===== src/rtl/ds_dac_modulator.sv =====
// First-order delta-sigma DAC modulator: one-entry sample buffer, frame counter that
// reloads the current sample at each frame boundary, and a 1-bit integrating loop.
module ds_dac_modulator #(
   parameter int WIDTH          = 8,
   parameter int OVERSAMP_RATIO = 256
) (
   input  logic                    clk,
   input  logic                    rstn,
   input  logic signed [WIDTH-1:0] din,
   input  logic                    din_valid,
   output logic                    din_ready,
   output logic                    bit_out,
   output logic                    frame_start,
   output logic                    underrun
);

   localparam int CW = $clog2(OVERSAMP_RATIO);
   localparam int IW = WIDTH + 2;

   localparam logic [CW-1:0]        CNT_LAST = CW'(OVERSAMP_RATIO - 1);
   localparam logic signed [IW-1:0] FB_POS   = IW'(2 ** (WIDTH - 1));
   localparam logic signed [IW-1:0] FB_NEG   = -FB_POS;
   localparam logic signed [IW:0]   V_MAX    = (IW + 1)'(2 ** WIDTH);
   localparam logic signed [IW:0]   V_MIN    = -V_MAX;

   logic [CW-1:0]        frame_cnt_q, frame_cnt_d;
   logic signed [WIDTH-1:0] sample_buf_q, sample_buf_d;
   logic                 buf_full_q, buf_full_d;
   logic signed [WIDTH-1:0] cur_q, cur_d;
   logic signed [IW-1:0] integ_q, integ_d;
   logic                 bit_q, bit_d;
   logic                 frame_start_q, frame_start_d;
   logic                 underrun_q, underrun_d;

   logic                 boundary;
   logic                 xfer;
   logic signed [IW-1:0] fb;
   logic signed [IW:0]   v_wide;

   always_comb begin
      boundary    = (frame_cnt_q == CNT_LAST);
      xfer        = din_valid & ~buf_full_q;
      frame_cnt_d = frame_cnt_q + CW'(1);

      sample_buf_d = sample_buf_q;
      buf_full_d   = buf_full_q;
      cur_d        = cur_q;
      if (xfer) begin
         sample_buf_d = din;
         buf_full_d   = 1'b1;
      end
      // ready is low while full, so a load and a drain never land in the same cycle
      if (boundary && buf_full_q) begin
         cur_d      = sample_buf_q;
         buf_full_d = 1'b0;
      end

      frame_start_d = boundary;
      underrun_d    = boundary & ~buf_full_q;
   end

   // Loop sum is formed one bit wider so the range assertion sees a true overflow.
   always_comb begin
      fb      = bit_q ? FB_POS : FB_NEG;
      v_wide  = (IW + 1)'(integ_q) + (IW + 1)'(cur_q) - (IW + 1)'(fb);
      integ_d = v_wide[IW-1:0];
      bit_d   = ~v_wide[IW];
   end

   always_ff @(posedge clk or negedge rstn) begin
      if (!rstn) begin
         frame_cnt_q   <= '0;
         sample_buf_q  <= '0;
         buf_full_q    <= 1'b0;
         cur_q         <= '0;
         integ_q       <= '0;
         bit_q         <= 1'b0;
         frame_start_q <= 1'b0;
         underrun_q    <= 1'b0;
      end else begin
         frame_cnt_q   <= frame_cnt_d;
         sample_buf_q  <= sample_buf_d;
         buf_full_q    <= buf_full_d;
         cur_q         <= cur_d;
         integ_q       <= integ_d;
         bit_q         <= bit_d;
         frame_start_q <= frame_start_d;
         underrun_q    <= underrun_d;
      end
   end

   assign din_ready   = ~buf_full_q;
   assign bit_out     = bit_q;
   assign frame_start = frame_start_q;
   assign underrun    = underrun_q;

   a_integ_range: assert property (@(posedge clk) disable iff (!rstn)
      (v_wide >= V_MIN) && (v_wide < V_MAX));

endmodule


===== config.mk =====
export PLATFORM = sky130hd
export DESIGN_NAME = ds_dac_modulator
export DESIGN_NICKNAME = d
export VERILOG_FILES = /design/src/rtl/ds_dac_modulator.sv
export SDC_FILE = /design/constraint.sdc
export NUM_CORES = 1
export LEC_CHECK = 0
export CAP_MARGIN = 25
export CORE_MARGIN = 2
export CORE_UTILIZATION = 35
export DETAILED_ROUTE_END_ITERATION = 16
export GPL_ROUTABILITY_DRIVEN = 0
export GPL_TIMING_DRIVEN = 1
export HOLD_SLACK_MARGIN = 0.05
export PLACE_DENSITY = 0.53
export SYNTH_ARGS = -nofsm -noshare
export SYNTH_HDL_FRONTEND = slang
export SYNTH_SLANG_ARGS = --single-unit

===== constraint.sdc =====
create_clock -name clk -period 6.3 [get_ports clk]
set_input_delay 1.89 -clock clk [delete_from_list [all_inputs] [get_ports clk]]
set_output_delay 1.89 -clock clk [all_outputs]
set_load 0.01 [all_outputs]

==> results of run 1 <==
-- layout by cell type, fill, tap and decap left out, drive strengths merged, types with 2 or more instances in the layout --
master         netlist  routed
dfrtp               38      38
inv                 33      33
ha                  18      18
mux2                16      16
clkdlybuf4s50        0      13
xnor2               10      10
a21oi                7       7
nand2                6       6
clkbuf               1       6
xor2                 5       5
nor2                 5       5
nand3                5       5
nor2b                3       3
nor3b                3       3
o21ai                3       3
a31oi                2       2
nand4                2       2
nor3                 2       2
and2                 2       2
fa                   2       2
and3                 2       2
-- per-stage QoR --
stage          power (mW)  std cells  area [um^2]  hold WS, ps
6_report            0.476        267         2300          482
3_3_place_gp        0.273        260         2190          455
5_1_grt             0.496        267         2300          509
2_1_floorplan       0.262        178         2000          442
4_1_cts             0.484        267         2300          480
3_5_place_dp        0.274        260         2190          466
-- where the power goes --
part	switching [mW]	total, mW	internal, mW	leakage, nW
Clock	0.0806	0.207	0.127	0.0573
Sequential	0.00290	0.253	0.250	0.485
Combinational	0.00662	0.0160	0.00940	0.546
-- cell usage after synthesis --
| library cell | instances |
|---|---|
| dfrtp_1 | 38 |
| inv_1 | 33 |
| ha_1 | 18 |
| mux2_2 | 16 |
| xnor2_1 | 10 |
| a21oi_1 | 6 |
| nand2_1 | 6 |
| nand3_1 | 5 |
| nor2_1 | 5 |
| xor2_1 | 5 |
| nor2b_1 | 3 |
| nor3b_1 | 3 |
| a31oi_1 | 2 |
| and2_1 | 2 |
| buf_6 | 2 |
| fa_1 | 2 |
| nand4_1 | 2 |
| nor3_1 | 2 |
| o21ai_0 | 2 |
| a2111oi_0 | 1 |
| a21boi_0 | 1 |
| a21oi_2 | 1 |
| a311oi_1 | 1 |
| and3_1 | 1 |
| and3_4 | 1 |
| and4_1 | 1 |
| buf_2 | 1 |
| clkbuf_1 | 1 |
| nand2b_1 | 1 |
| nor4_1 | 1 |
| o21a_1 | 1 |
| o21ai_1 | 1 |
| o311ai_2 | 1 |
| or3b_4 | 1 |
| or4_1 | 1 |
-- cell families (layout without fill, tap and decap cells) --
| group | count (synthesis) | count (layout) |
|---|---|---|
| fa+ha+maj | 20 | 20 |
| simple gates | 35 | 35 |
| xor+xnor | 15 | 15 |
| mux | 16 | 16 |
| flops | 38 | 38 |
| compound gates | 17 | 17 |
| buf+inv | 37 | 54 |
-- worst min path at each step --
stage,from,end
final,frame_cnt_q[7],frame_cnt_q[7]
after global routing,frame_cnt_q[0],frame_cnt_q[0]
after CTS,frame_cnt_q[7],frame_cnt_q[7]
after detailed placement,frame_cnt_q[7],frame_cnt_q[7]
after global placement,integ_q[0],integ_q[0]
after floorplan,frame_cnt_q[0],frame_cnt_q[0]
-- worst reg2reg max path, stage by stage, from the launching register on --
cell	delay, ps
dfrtp_1	430
inv_1	80
fa_1	500
inv_1	40
ha_1	340
a21oi_1	260
nor3b_1	100
a2111oi_0	480
o311ai_2	180
-- layout make-up --
class / instances / share of cell area, %
Sequential cell: 38 / 41.3
Multi-Input combinational cell: 103 / 38.7
Timing Repair Buffer: 14 / 5.86
Inverter: 33 / 5.37
Tap cell: 72 / 3.91
Clock buffer: 6 / 3.58
Clock inverter: 1 / 1.30
-- routing by layer --
metal	part of all wire [%]	GRT usage, %	vias up
met5	0	0	-
met2	49	19.2	16
li1	-	-	617
met1	45	14.2	587
met3	4.3	4.07	6
met4	1.6	5.69	0
-- sequential cells by signal (all words and copies together) (netlist names) --
register	flops
frame_cnt_q	8
buf_full_q	1
sample_buf_q	8
integ_q	10
bit_out	1
cur_q	8
frame_start	1
underrun	1
==> impl_results.md, run 1 <==
- Status: completed
- Final HPWL DP: approximately 2400 um
- Gr ovfl total: 0
- Compound-Gate Fraction of Synth Area: 5.76%
- TritonCTS Sinks: 38
- Critical Path Source Type: input pin
- Xor/xnor share of the synthesized area: under 10%
- Final hold vios: 0
- Area share of fa/ha/maj cells after synthesis: 13.3%
- Vias in the first global route: 1307
- Drt wl/cell: 11.8 um
- Min-Delay Path Class: register to register
- WP buf/inv: 1
- Final ANT Viol Nets: 0
- Post-layout min period: 3210 ps
- Post-CTS Resized: 0
- Multiplexer share of the synthesized area: 9.02%
- Worst Setup SP: din_valid
- First-pass GRT wire length: between 5000 and 6000 um
- Post-Route WL: 3140 um
- Synthesized flop and latch total: 38
- Top delay family on crit path: simple AND/OR/NAND/NOR gates
- TritonCTS clock tree: yes
- Setup WS post-layout: 3090 ps
- Clock buffer count from CTS: 5
- Final Slew Violations: 0
- Cell Area, Synth: 2000 um^2
- Post-synth top area share: a little under half
- Worst setup path category: input pin to register
- Hold depth: 1
- Cells along the critical path: clkdlybuf4s50_1 -> nor2b_1 -> mux2_2
- Largest family of logic cells by synthesized area: adder cells
- Critical Path Stages: 3
- 1st-pass router iterations: 4
- Area Growth Syn to Fin: 15.3%
- Number of DRC markers in iteration 0: 31
- Largest net degree at the start of global routing: 39
- Area occupied by multi-input gates: approximately 890 um^2
- Inserted Diodes: 0
- Max frequency: 0.312 GHz
- CP max-delay cell: nor2b_1
- Static Leak: approximately 1.1 nW
- Port bufs: 14
- Seq. cell area: 951 um^2
- Synthesized Nets: 209
- Vias per cell: 4.59
- IO Pins: 15
- CP endpoint: sample_buf_q[7]
- Clock tree buffer depth: 2
- Period utilization: approximately half
- Final setup fails: 0
- Max VDD drop: 0.128 mV
- Crit-path max cell delay: 610 ps
- CP arrival: 3380 ps
- Post-layout util: 41.9%
- Setup WS pre-CTS: ~2800 ps
- # nets final: 226
- Die ar.: ~6300 um^2
- R2R setup slack: around 3800 ps
- RSZ-0062 raised after global routing: no
- CTS Root Cell: clkbuf_8
- Clock skew: 2.93 ps
- Post-CTS Setup Inserts: 0
- Clk_lat worst skew: 280 ps
- Initial antenna violation count: 0
- RR Startpoint: cur_q[7]
- # fillers: 552
- Post-synthesis sequential area ratio: 47.6%
- Share of cells above drive strength 1: 14.4%
- Pwr/cell area: 207 nW/um^2
- Max-cap violation count: 0
- CP Data Required Time: approximately 6500 ps
- CTS H-tree lvls: 2
- Starting density of the core: 36.3%
- Max_slew headroom: 44.0%
- Gate Count Post-Synth: 178
- DR vias: ~1200
- Gr usage total: 11.9%
- DIE WIDTH: 79.6 um
- Leading area contributor after synthesis: dfrtp_1
- Yosys cell types: 35
- CORE AREA: 5510 um^2
- YS warnings: 0
- Crit path max fanout: 8
- R2r worst-path depth: 8
- CP Capture Type: register
- Mapped Avg Cell Area: 11.2 um^2
- Site Rows: 27
- Simple-gate area share of the yosys netlist: between 10% and 20%
- DRC Markers: 0
- Synth area leaders: dfrtp_1 48%, ha_1 11%, mux2_2 9.0%, inv_1 6.2%, xnor2_1 4.4%
- Worst Max-Slew Pin Slew: 840 ps
- Clock transition at path regs: 70 ps
- Die H: 79.6 um
- CTS Hold Buffers Added: 0
- Setup tns final: 0 ps
- FF-to-FF End: bit_out
(Power assumes the default switching activity.)
==> run 2, diff against run 1 <==
==> constraint.sdc (replaced) <==
create_clock -name clk -period 3.1 [get_ports clk]
set_input_delay 0.93 -clock clk [delete_from_list [all_inputs] [get_ports clk]]
set_output_delay 0.93 -clock clk [all_outputs]
set_load 0.01 [all_outputs]
==> impl_results.md, run 2 (same netlist as run 1, synthesis figures left out) <==
- Status: completed
- DIE WIDTH: 79.6 um (unchanged)
- Crit-path max cell delay: 550 ps (-60 ps)
- WP buf/inv: 2 (+1)
- Clk_lat worst skew: 290 ps (about the same)
- Inst Count DP: 261 (+0.38%)
- Final hold vios: 0 (unchanged)
- Worst Max-Slew Pin Slew: 824 ps (-16.0 ps)
- CP max-delay cell: fa_1
- Starting density of the core: 36.3% (unchanged)
- Vias per cell: 4.61 (+0.39%)
- Gr ovfl total: 0 (unchanged)
- Worst path most repeated cell: inv_1
- Combinational fraction of design power: 3.6% (+0.2 points)
- CTS H-tree lvls: 2 (unchanged)
- Area Growth Syn to Fin: 14.8%
- CP Data Required Time: 3240 ps (-3230 ps)
- CORE AREA: 5510 um^2 (unchanged)
- Setup WS pre-CTS: 487 ps (-2280 ps)
- Site Rows: 27 (unchanged)
- Drt wl/cell: 11.6 um (-1.7%)
- Die H: 79.6 um (unchanged)
- Cells along the critical path: inv_1 -> fa_1 -> inv_1 -> ha_1 -> a21oi_1 -> nor3b_1 -> a2111oi_0 -> o311ai_2
- Final setup fails: 0 (unchanged)
- Vias in the first global route: 1356 (+3.7%)
- Share of cells above drive strength 1: 15.2% (+0.87 points)
- First-pass GRT wire length: 5800 um (-1.1%)
- 1st-pass router iterations: 4 (unchanged)
- Hold WS: 473 ps (-8.69 ps)
- # nets final: 227 (+0.44%)
- Top delay family on crit path: compound AO/OA/AOI/OAI gates
- Pwr Total: 0.895 mW (+88%)
- IO Pins: 15 (unchanged)
- Period utilization: 84.4%
- CTS Root Cell: clkbuf_8
- TritonCTS Sinks: 38 (unchanged)
- Clock buffer count from CTS: 5 (unchanged)
- Biggest register: integ_q
- Port bufs: 14 (unchanged)
- Flop pwr share: 57.3% (+4.2 points)
- Initial antenna violation count: 0 (unchanged)
- Post-CTS Resized: 0 (unchanged)
- Post-Route WL: 3110 um (-0.95%)
- Largest net degree at the start of global routing: 39 (unchanged)
- Worst setup path category: register to register
- Clock skew: 4.67 ps (+1.73 ps)
- Final HPWL DP: 2360 um (-1.3%)
- CTS Hold Buffers Added: 0 (unchanged)
- Number of DRC markers in iteration 0: 42 (+35%)
- RSZ-0062 raised after global routing: no
- Die ar.: 6330 um^2 (unchanged)
- Pwr/cell area: 390 nW/um^2 (+89%)
- Max FFs per register: 10 (unchanged)
- Max-cap violation count: 0 (unchanged)
- Internal: 0.705 mW (+83%)
- TritonCTS clock tree: yes
- Clock transition at path regs: 70 ps (about the same)
- Static Leak: 1.08 nW (-0.42%)
- Sw frac: 21.2% (+2.3 points)
- Setup tns final: 0 ps (unchanged)
- Crit path max fanout: 4 (-4)
- Setup WS post-layout: 483 ps (-2610 ps)
- CP Capture Type: register
- Post-layout min period: 2620 ps
- Inserted Diodes: 0 (unchanged)
- DRC Markers: 0 (unchanged)
- Post-CTS Setup Inserts: 0 (unchanged)
- Commonest non-fill, non-tap cell in the layout: dfrtp_1
- Max VDD drop: 0.222 mV (+73%)
- Min-Delay Path Class: register to register
- Final Slew Violations: 0 (unchanged)
- Most frequent cells in the layout: 38 x dfrtp_1, 33 x inv_1, 18 x ha_1
- Clk pwr share: 39.1% (-4.4 points)
- Critical Path Source Type: register
- Switching pwr: 0.190 mW (+110%)
- Gr usage total: 11.8% (-0.13 points)
- DR vias: 1240 (+1.1%)
- Max_slew headroom: 45.0% (+1.1 points)
- CP arrival: 2760 ps (-620 ps)
- # fillers: 544 (-1.4%)
- Max frequency: 0.382 GHz
- Final ANT Viol Nets: 0 (unchanged)
- Final cell count without fillers: 269 (+0.75%)
- Clock tree buffer depth: 2 (unchanged)
## run 2: area by class of cell
class	instances	area (um^2)	share of cell area [%]
multi-input combinational	103	892	38.9
inverter	33	124	5.40
clock buffer	6	82.6	3.60
tap	72	90.1	3.93
clock inverter	2	12.5	0.545
timing repair buffer	15	143	6.22
sequential	38	951	41.4
## run 2: worst paths after layout
path / startpoint / endpoint / slack (ps) / cells past startpoint
min in group asynchronous: rstn / integ_q[4] / 740 / 1
setup / recovery: bit_out / bit_out / 480 / 8
hold reg to reg: frame_cnt_q[0] / frame_cnt_q[0] / 470 / 1
max in group asynchronous: rstn / integ_q[6] / 1850 / 1
setup reg to reg: bit_out / bit_out / 480 / 8
hold / removal: frame_cnt_q[0] / frame_cnt_q[0] / 470 / 1
## run 2: through the flow
stage	area, um^2	utilization, %
6_report	2290	41.7
5_1_grt	2290	41.7
4_1_cts	2290	41.7
3_5_place_dp	2200	39.9
3_3_place_gp	2200	39.9
2_1_floorplan	2000	-
## run 2: routing by layer
metal | wire length (um) | up-vias | part of all wire [%] | track usage, %
met5 | 0 | - | 0 | 0
met4 | 70 | 0 | 2.2 | 6.03
met3 | 125 | 9 | 4.0 | 3.73
met2 | 1530 | 18 | 49 | 19.6
met1 | 1380 | 591 | 44 | 13.6
li1 | - | 622 | - | -
## run 2: power by group through the flow
| stage | clock network [mW] | registers (mW) | logic, mW |
|---|---|---|---|
| 2_1_floorplan | 0 | 0.521 | 0.0108 |
| 3_3_place_gp | 0 | 0.523 | 0.0325 |
| 3_5_place_dp | 0 | 0.523 | 0.0336 |
| 4_1_cts | 0.369 | 0.513 | 0.0337 |
| 5_1_grt | 0.390 | 0.514 | 0.0370 |
| 6_report | 0.350 | 0.513 | 0.0321 |
## run 2: worst register-to-register path: cells and delay by family (launching register included)
kind / cells / cell delay, ps
fa+ha+maj: 2 / 890
compound gates: 3 / 950
flops: 1 / 400
buf+inv: 2 / 130
simple gates: 1 / 100
==> run 3, diff against run 2 <==
--- a/config.mk
+++ b/config.mk
@@ -12,7 +12,7 @@
 export GPL_ROUTABILITY_DRIVEN = 0
 export GPL_TIMING_DRIVEN = 1
 export HOLD_SLACK_MARGIN = 0.05
-export PLACE_DENSITY = 0.53
+export PLACE_DENSITY = 0.55
 export SYNTH_ARGS = -nofsm -noshare
 export SYNTH_HDL_FRONTEND = slang
 export SYNTH_SLANG_ARGS = --single-unit
==> constraint.sdc (replaced) <==
create_clock -name clk -period 2.3 [get_ports clk]
set_input_delay 0.69 -clock clk [delete_from_list [all_inputs] [get_ports clk]]
set_output_delay 0.69 -clock clk [all_outputs]
set_load 0.01 [all_outputs]
==> impl_results.md, run 3 (same netlist as run 1, synthesis figures left out) <==
- First-pass GRT wire length: 5330 um (-8.0%)
- TritonCTS clock tree: yes
- Max-cap violation count: 0 (unchanged)
- DIE WIDTH: 79.6 um (unchanged)
- Inserted Diodes: 0 (unchanged)
- Clk_lat worst skew: 290 ps (about the same)
- Worst setup path category: register to register
- IO Pins: 15 (unchanged)
- Final ANT Viol Nets: 0 (unchanged)
- Status: completed
- Sw frac: 21.0% (-0.21 points)
- Die H: 79.6 um (unchanged)
- Final Slew Violations: 0 (unchanged)
- Gr ovfl total: 0 (unchanged)
- DRC Markers: 0 (unchanged)
- Max FFs per register: 10 (unchanged)
- Switching pwr: 0.253 mW (+33%)
- FF-to-FF End: bit_out
- Gr usage total: 11.1% (-0.74 points)
- Starting density of the core: 36.3% (unchanged)
- CTS H-tree lvls: 2 (unchanged)
- Port bufs: 14 (unchanged)
- Setup tns final: 0 ps (unchanged)
- Internal: 0.952 mW (+35%)
- Clock skew: 8.35 ps (+3.69 ps)
- Clock tree buffer depth: 2 (unchanged)
- R2R setup slack: 80 ps (-400 ps)
- Worst Max-Slew Pin Slew: 479 ps (-345 ps)
- Initial antenna violation count: 0 (unchanged)
- CP Data Required Time: 2440 ps (-800 ps)
- Drt wl/cell: 11.1 um (-3.9%)
- Final hold vios: 0 (unchanged)
- Vias in the first global route: 1225 (-9.7%)
- Die ar.: 6330 um^2 (unchanged)
- Largest net degree at the start of global routing: 39 (unchanged)
- Final setup fails: 0 (unchanged)
- Min-Delay Path Class: input pin to async pin
- Combinational fraction of design power: 3.8% (+0.2 points)
- Setup WS pre-CTS: -46.3 ps (-533 ps)
- Static Leak: 1.12 nW (+3.5%)
- Clock transition at path regs: 70 ps (about the same)
- Site Rows: 27 (unchanged)
- R2r worst-path depth: 6 (-2)
- Flop pwr share: 57.4% (about the same)
- CP Capture Type: register
- Vias per cell: 4.59 (-0.41%)
- DR vias: 1267 (+2.2%)
- Max frequency: 0.451 GHz (+18%)
- Final HPWL DP: 2320 um (-1.9%)
- Share of cells above drive strength 1: 20.1% (+4.9 points)
- Worst Setup SP: bit_out
- Post-layout min period: 2220 ps (-399 ps)
- Number of DRC markers in iteration 0: 50 (+19%)
- Post-Route WL: 3070 um (-1.3%)
- Commonest non-fill, non-tap cell in the layout: dfrtp_1
- Setup WS post-layout: 82.1 ps (-401 ps)
- 1st-pass router iterations: 4 (unchanged)
- Pwr/cell area: 508 nW/um^2 (+30%)
- Max_slew headroom: 68.0% (+23 points)
- CORE AREA: 5510 um^2 (unchanged)
- Critical Path Source Type: register
- Max VDD drop: 0.374 mV (+68%)
- RR Startpoint: bit_out
- Clk pwr share: 38.9% (-0.2 points)
- Most frequent cells in the layout: 38 x dfrtp_1, 33 x inv_1, 17 x ha_1
- Biggest register: integ_q
- Period utilization: 96.4% (+12 points)
- CP arrival: 2360 ps (-400 ps)
- Area Growth Syn to Fin: 18.7%
- CTS Root Cell: clkbuf_8
- Clock buffer count from CTS: 5 (unchanged)
- CP endpoint: bit_out
- # nets final: 234 (+3.1%)
- Crit path max fanout: 4 (unchanged)
- TritonCTS Sinks: 38 (unchanged)
-- run 3: critical path, cell delays in order (launching register included) --
cell,delay [ps]
dfrtp_1,380
buf_4,140
fa_2,610
ha_1,280
nor3b_1,170
a2111oi_2,340
o311ai_2,160
-- run 3: power groups by stage --
stage | clock network [mW] | logic [mW] | registers [mW]
floorplan | 0 | 0.0145 | 0.702
global placement | 0 | 0.0461 | 0.704
detailed placement | 0 | 0.0474 | 0.705
CTS | 0.496 | 0.0475 | 0.691
global route | 0.518 | 0.0504 | 0.693
finish | 0.468 | 0.0452 | 0.692
-- run 3: timing repair --
action                                  4_1_cts  5_1_grt
pin swaps                                     4        0
buffers inserted                              1        0
hold endpoints to repair                      0        0
resized for setup                             3        2
hold buffers                                  0        0
endpoints found under the setup margin        1        2
-- run 3: how the worst min path moves through the flow --
stage                      to  depth (start not counted)
3_3_place_gp       integ_q[0]                          1
6_report       frame_cnt_q[2]                          2
4_1_cts        frame_cnt_q[0]                          2
2_1_floorplan         bit_out                          0
5_1_grt        frame_cnt_q[6]                          2
3_5_place_dp       integ_q[0]                          1
-- run 3: layout make-up --
type                       instances  area [um^2]
clock buffer                       6         82.6
clock inverter                     2         12.5
fill                             550         3130
inverter                          33          124
multi-input combinational        103          917
sequential                        38          951
tap                               72         90.1
timing repair buffer              22          195
-- run 3: layer usage --
metal	wire length [um]	track usage (%)	vias to the layer above	share of wire [%]
li1	-	-	638	-
met1	1480	13.6	609	48
met2	1450	17.4	18	47
met3	107	3.73	2	3.5
met4	40	5.17	0	1.3
met5	0	0	-	0
-- run 3: metrics by stage --
step / area [um^2] / power [mW] / hold WS (ps) / util, % / instances
floorplan: 2000 / 0.717 / 394 / - / 178
global placement: 2250 / 0.750 / 455 / 40.8 / 267
detailed placement: 2250 / 0.752 / 461 / 40.8 / 267
CTS: 2370 / 1.23 / 464 / 43.0 / 276
global route: 2370 / 1.26 / 475 / 43.1 / 276
finish: 2370 / 1.20 / 447 / 43.1 / 276
